[config.mk]
export PLATFORM = sky130hd
export DESIGN_NAME = pwm_cfg_loader
export DESIGN_NICKNAME = d
export VERILOG_FILES = /design/src/rtl/pwm_cfg_pkg.sv /design/src/rtl/pwm_cfg_loader.sv
export SDC_FILE = /design/constraint.sdc
export NUM_CORES = 1
export LEC_CHECK = 0
export BUFFER_PORTS_ARGS = -buffer_cell sky130_fd_sc_hd__buf_4
export CAP_MARGIN = 30
export CORE_ASPECT_RATIO = 0.8
export CORE_MARGIN = 2
export CORE_UTILIZATION = 50
export DETAILED_ROUTE_END_ITERATION = 16
export GPL_ROUTABILITY_DRIVEN = 0
export GPL_TIMING_DRIVEN = 0
export PLACE_DENSITY_LB_ADDON = 0.2
export RECOVER_POWER = 25
export SKIP_LAST_GASP = 1
export SYNTH_ARGS = -nofsm -noshare
export SYNTH_HDL_FRONTEND = slang
export SYNTH_SLANG_ARGS = --single-unit
[constraint.sdc]
create_clock -name refClock -period 3.5 [get_ports refClock]
set_input_delay 0 -clock refClock [delete_from_list [all_inputs] [get_ports refClock]]
set_output_delay 0 -clock refClock [all_outputs]
set_load 0.005 [all_outputs]
[src/rtl/pwm_cfg_pkg.sv]
// Shared definitions for the PWM configuration loader and the generator it drives.
// Reset defaults here must match the generator's own reset values.
package pwm_cfg_pkg;

    localparam int PWM_DATA_W         = 16;
    localparam int PWM_PERIOD_RESET   = 124;
    localparam int PWM_DUTY_RESET     = 62;
    localparam int PWM_WR_HIGH_CYCLES = 2;
    localparam int WR_CNT_W           = 3;

    typedef enum logic [2:0] {
        ST_IDLE = 3'd0,
        ST_SYNC = 3'd1,
        ST_WRP  = 3'd2,
        ST_HOLD = 3'd3,
        ST_DUTY = 3'd4
    } state_t;

endpackage

[src/rtl/pwm_cfg_loader.sv]
// Sequences {period, duty} updates into the PWM generator, aligning every write
// to a period boundary signalled by the generator's event count output.
module pwm_cfg_loader
    import pwm_cfg_pkg::*;
#(
    parameter int DATA_W         = PWM_DATA_W,
    parameter int PERIOD_RESET   = PWM_PERIOD_RESET,
    parameter int DUTY_RESET     = PWM_DUTY_RESET,
    parameter int WR_HIGH_CYCLES = PWM_WR_HIGH_CYCLES
) (
    input  logic              refClock,
    input  logic              nReset,
    input  logic              cmdValid,
    output logic              cmdReady,
    input  logic [DATA_W-1:0] cmdPeriod,
    input  logic [DATA_W-1:0] cmdDuty,
    input  logic              cmdDutyOnly,
    input  logic              evtCnt,
    output logic [DATA_W-1:0] data,
    output logic              enDC,
    output logic              writePeriod,
    output logic              busy,
    output logic              done,
    output logic              clamped
);

    localparam logic [WR_CNT_W-1:0] WR_LAST = WR_CNT_W'(WR_HIGH_CYCLES - 1);

    state_t              r_state;
    state_t              w_state_next;
    logic [WR_CNT_W-1:0] r_wr_cnt;

    logic [DATA_W-1:0]   r_cur_period;
    logic [DATA_W-1:0]   r_cur_duty;
    logic [DATA_W-1:0]   r_pend_period;
    logic [DATA_W-1:0]   r_pend_duty;
    logic                r_clamp;

    logic                w_accept;
    logic                w_commit;
    logic [DATA_W-1:0]   w_eff_period;
    logic                w_clamp;
    logic [DATA_W-1:0]   w_cur_period_next;
    logic [DATA_W-1:0]   w_cur_duty_next;
    logic [DATA_W-1:0]   w_pend_period_next;
    logic [DATA_W-1:0]   w_pend_duty_next;
    logic                w_clamp_next;

    logic [DATA_W-1:0]   w_data_next;
    logic                w_endc_next;
    logic                w_wp_next;
    logic                w_ready_next;
    logic                w_busy_next;
    logic                w_done_next;
    logic                w_clamped_next;

    assign w_accept = (r_state == ST_IDLE) && cmdValid;
    assign w_commit = (r_state == ST_DUTY) && evtCnt;

    // Clamp is evaluated against the period that will be in force when the duty lands.
    assign w_eff_period = cmdDutyOnly ? r_cur_period : cmdPeriod;
    assign w_clamp      = cmdDuty > w_eff_period;

    assign w_pend_period_next = w_accept ? cmdPeriod : r_pend_period;
    assign w_pend_duty_next   = w_accept ? (w_clamp ? w_eff_period : cmdDuty) : r_pend_duty;
    assign w_clamp_next       = w_accept ? w_clamp : r_clamp;
    assign w_cur_period_next  = (r_state == ST_HOLD) ? r_pend_period : r_cur_period;
    assign w_cur_duty_next    = w_commit ? r_pend_duty : r_cur_duty;

    always_ff @(posedge refClock or negedge nReset) begin
        if (!nReset) begin
            r_state       <= ST_IDLE;
            r_wr_cnt      <= '0;
            r_cur_period  <= DATA_W'(PERIOD_RESET);
            r_cur_duty    <= DATA_W'(DUTY_RESET);
            r_pend_period <= '0;
            r_pend_duty   <= '0;
            r_clamp       <= 1'b0;
        end else begin
            r_state       <= w_state_next;
            r_wr_cnt      <= (r_state == ST_WRP) ? r_wr_cnt + WR_CNT_W'(1) : '0;
            r_cur_period  <= w_cur_period_next;
            r_cur_duty    <= w_cur_duty_next;
            r_pend_period <= w_pend_period_next;
            r_pend_duty   <= w_pend_duty_next;
            r_clamp       <= w_clamp_next;
        end
    end

    always_comb begin
        w_state_next = r_state;
        case (r_state)
            ST_IDLE: if (cmdValid) w_state_next = cmdDutyOnly ? ST_DUTY : ST_SYNC;
            ST_SYNC: if (evtCnt) w_state_next = ST_WRP;
            ST_WRP:  if (r_wr_cnt == WR_LAST) w_state_next = ST_HOLD;
            ST_HOLD: w_state_next = ST_DUTY;
            ST_DUTY: if (evtCnt) w_state_next = ST_IDLE;
            default: w_state_next = ST_IDLE;
        endcase
    end

    // Outputs are decoded from the next state so they can be registered without lag.
    always_comb begin
        w_data_next    = w_cur_duty_next;
        w_endc_next    = 1'b0;
        w_wp_next      = 1'b0;
        w_ready_next   = 1'b0;
        w_busy_next    = (w_state_next != ST_IDLE);
        w_done_next    = w_commit;
        w_clamped_next = w_commit && r_clamp;
        case (w_state_next)
            ST_IDLE: w_ready_next = 1'b1;
            ST_SYNC: w_data_next  = w_cur_duty_next;
            ST_WRP: begin
                w_data_next = w_pend_period_next;
                w_endc_next = 1'b1;
                w_wp_next   = 1'b1;
            end
            ST_HOLD: begin
                w_data_next = w_pend_period_next;
                w_endc_next = 1'b1;
            end
            ST_DUTY: w_data_next = w_pend_duty_next;
            default: w_data_next = w_cur_duty_next;
        endcase
    end

    always_ff @(posedge refClock or negedge nReset) begin
        if (!nReset) begin
            data        <= DATA_W'(DUTY_RESET);
            enDC        <= 1'b0;
            writePeriod <= 1'b0;
            cmdReady    <= 1'b1;
            busy        <= 1'b0;
            done        <= 1'b0;
            clamped     <= 1'b0;
        end else begin
            data        <= w_data_next;
            enDC        <= w_endc_next;
            writePeriod <= w_wp_next;
            cmdReady    <= w_ready_next;
            busy        <= w_busy_next;
            done        <= w_done_next;
            clamped     <= w_clamped_next;
        end
    end

endmodule

==> run summary <==
failing checks -> capacitance limit, slew limit
DRC violation total after the first TritonRoute iteration -> 293
Clock Latency Late Sink -> 0.36 ns
CP delay by family, top -> buffers and inverters
crit share post-route -> 82.9%
fin nets -> 525
WP buf/inv -> 3
WP data arrival -> 3.16 ns
register area share after synthesis -> 52.9%
Worst Tran Pin Value -> 1.80 ns
# port buffers -> 57
initial antenna violation count -> 0
commonest non-fill, non-tap cell in the layout -> dfrtp_1
drc violations -> 0
DR vias/cell -> 5.55
Yosys top cell area share -> 43.5%
Crit Path Max Fanout -> 10
worst path cell trace -> buf_2 -> buf_2 -> mux2i_1 -> ha_1 -> nand4_2 -> or3_1 -> a21o_1 -> a31oi_4 -> buf_8 -> mux2_4 -> o21ai_1
layout cells sized above 1 -> 33.5%
Setup TNS -> 0 ns
ys async rst share -> 100%
area grow syn2layout -> 22.1%
TritonCTS clock tree -> done
WL/cell -> 18.1 um
largest net degree at the start of global routing -> 75
Die Area -> 9640 sq um
worst setup path class -> input port to flop
clock sink count -> 93
most frequent cells in the layout -> 77 x dfrtp_1, 72 x nand2_1, 56 x buf_4, 40 x mux2_2, 20 x dlygate4sd3_1
RSZ-0062 raised after global routing -> false
Max-Cap Viols -> 1
Final setup violation count -> 0
Critical Path Source Type -> input port
P per Cell Area -> 793 nW/um^2
Cells after Synth -> 381
routed vias -> 3260
Overall Global Routing Usage -> 23.8%
worst setup margin -> 0.598 ns
HP Class -> input port to flop
Fmax -> 345 MHz
Yosys cell types -> 37
final antenna-violating net count -> 0
row cnt -> 30
Final min period -> 2.90 ns
# IOs -> 59
Syn. warnings -> 0
DRT Pass-1 Iters -> 6
clk slew on worst S/H paths -> 0.08 ns
slowest CP cell -> or3_1
worst slack, placed -> 0.269 ns
fin. max-slew vios -> 75
Root Driver -> clkbuf_8
Hold Fails Final Rpt -> 0
Die Y -> 88.2 um
slowest stage delay, CP -> 0.41 ns
Fillers -> 691
number of synthesized flops with an enable pin -> 0
Synth Register Bits -> 93
CTS Buf Count -> 9
first-pass GRT wire length -> 17000 um
post-DP HPWL -> 7300 um
H-Tree Depth -> 3
vias in the first global route -> 3182
total core area -> 8560 sq um
max_slew headroom -> -20.3%
worst vdd ir -> 0.434 mV
setup bufs post-CTS -> 0
Avg Inst Size Synth -> 11.6 sq um
ranking of synthesized cells by area -> dfrtp_1 43%, mux2_2 10%, dfstp_2 9.5%
Die Span X -> 109 um
Required @ worst endpoint -> 3.76 ns
post-cts sizing count -> 0
Initial Util -> 51.8%
grt ovf -> 0
Worst Clk Skew -> 0.00718 ns
final wirelength -> 10600 um
crit end category -> flop
syn_nets -> 436
CP dominant cell by count -> buf_2
status -> finished with violations
Synth Cell Area -> 4430 sq um
cell taking the most area after synthesis -> dfrtp_1
Leak -> 0.00263 uW
Antenna diodes -> 0
CTS max path bufs -> 2
Top FF cell, synth -> dfrtp_1
layout make-up:
type | instances | area [sq um] | share of cell area, %
sequential | 93 | 2350 | 43.4
multi-input combinational | 251 | 1930 | 35.6
timing repair buffer | 78 | 629 | 11.6
clock buffer | 11 | 151 | 2.80
tap | 112 | 140 | 2.59
buffer | 18 | 87.6 | 1.62
inverter | 19 | 71.3 | 1.32
clock inverter | 5 | 58.8 | 1.09
state kept, by name, indices dropped and copies added (netlist names):
| name | flops |
|---|---|
| data | 16 |
| r_cur_duty | 16 |
| r_cur_period | 16 |
| r_pend_duty | 16 |
| r_pend_period | 16 |
| r_state | 3 |
| r_wr_cnt | 3 |
| busy | 1 |
| clamped | 1 |
| cmdReady | 1 |
| done | 1 |
| enDC | 1 |
| r_clamp | 1 |
| writePeriod | 1 |
final timing paths:
check	from	endpoint	slack [ns]	depth (start not counted)
min in group asynchronous	nReset	busy	0.33	2
worst max-delay path	cmdDutyOnly	data[12]	0.60	11
worst min register to register	r_wr_cnt[0]	r_wr_cnt[0]	0.47	1
worst max register to register	r_cur_period[6]	data[12]	0.61	9
worst min-delay path	cmdDuty[10]	r_pend_duty[10]	0.02	4
max in group asynchronous	nReset	r_cur_period[12]	0.85	3
layer usage:
layer  wire length (um)  vias to the layer above  share of wire, %  global-route usage [%]
li1                   -                     1524                 -                       -
met1               4960                     1635                47                    34.3
met2               4990                       94                47                    37.8
met3                553                        7               5.2                    5.23
met4                 94                        0              0.89                    4.37
met5                  0                        -                 0                       0
worst min-delay path: cells and delay by family:
family	cells	cell delay, ns
buf+inv	2	0.15
mux	1	0.14
compound gates	1	0.05
synthesized netlist by cell type, types with 7 or more instances:
cell / instances
a21oi_1: 9
a222oi_1: 16
buf_2: 7
clkbuf_1: 10
dfrtp_1: 77
dfstp_2: 16
ha_1: 18
inv_1: 19
mux2_2: 40
mux2_4: 8
mux2i_1: 16
nand2_1: 72
nor2_1: 9
o21ai_0: 16
o21ai_1: 12
o21ai_2: 7
power by group:
part           internal (uW)  switching (uW)  total [uW]
logic                    792             971        1760
registers               1590             197        1790
clock network            369             372         740
metrics by stage:
stage                     cells  power [uW]  util [%]  hold slack (ns)  instance area [sq um]
final                       587        4290      63.2           0.0198                   5410
after floorplan             381        2910         -           -0.296                   4430
after global routing        587        4590      63.2          0.00818                   5410
after global placement      550        3470      58.4            0.235                   5000
after CTS                   587        4310      63.6          0.00846                   5440
after detailed placement    551        3540      58.8          -0.0968                   5030
cell families (layout without fill, tap and decap cells):
kind of cell               Yosys count  after routing  synth area share (%)
adders and majority gates           18             18                  5.08
AOI/OAI and AO/OA                   68             68                  11.5
muxes                               64             64                  16.5
xor gates and xnor gates             1              1                 0.198
buffers and inverters               37            131                  3.58
and+or+nand+nor                    100            100                  10.2
DFF                                 93             93                  52.9
what timing repair did:
action                                 CTS  global route
setup endpoints to repair                0             0
endpoints found under the hold margin  104             0
hold buffers                            20             0
(Power assumes the default switching activity.)
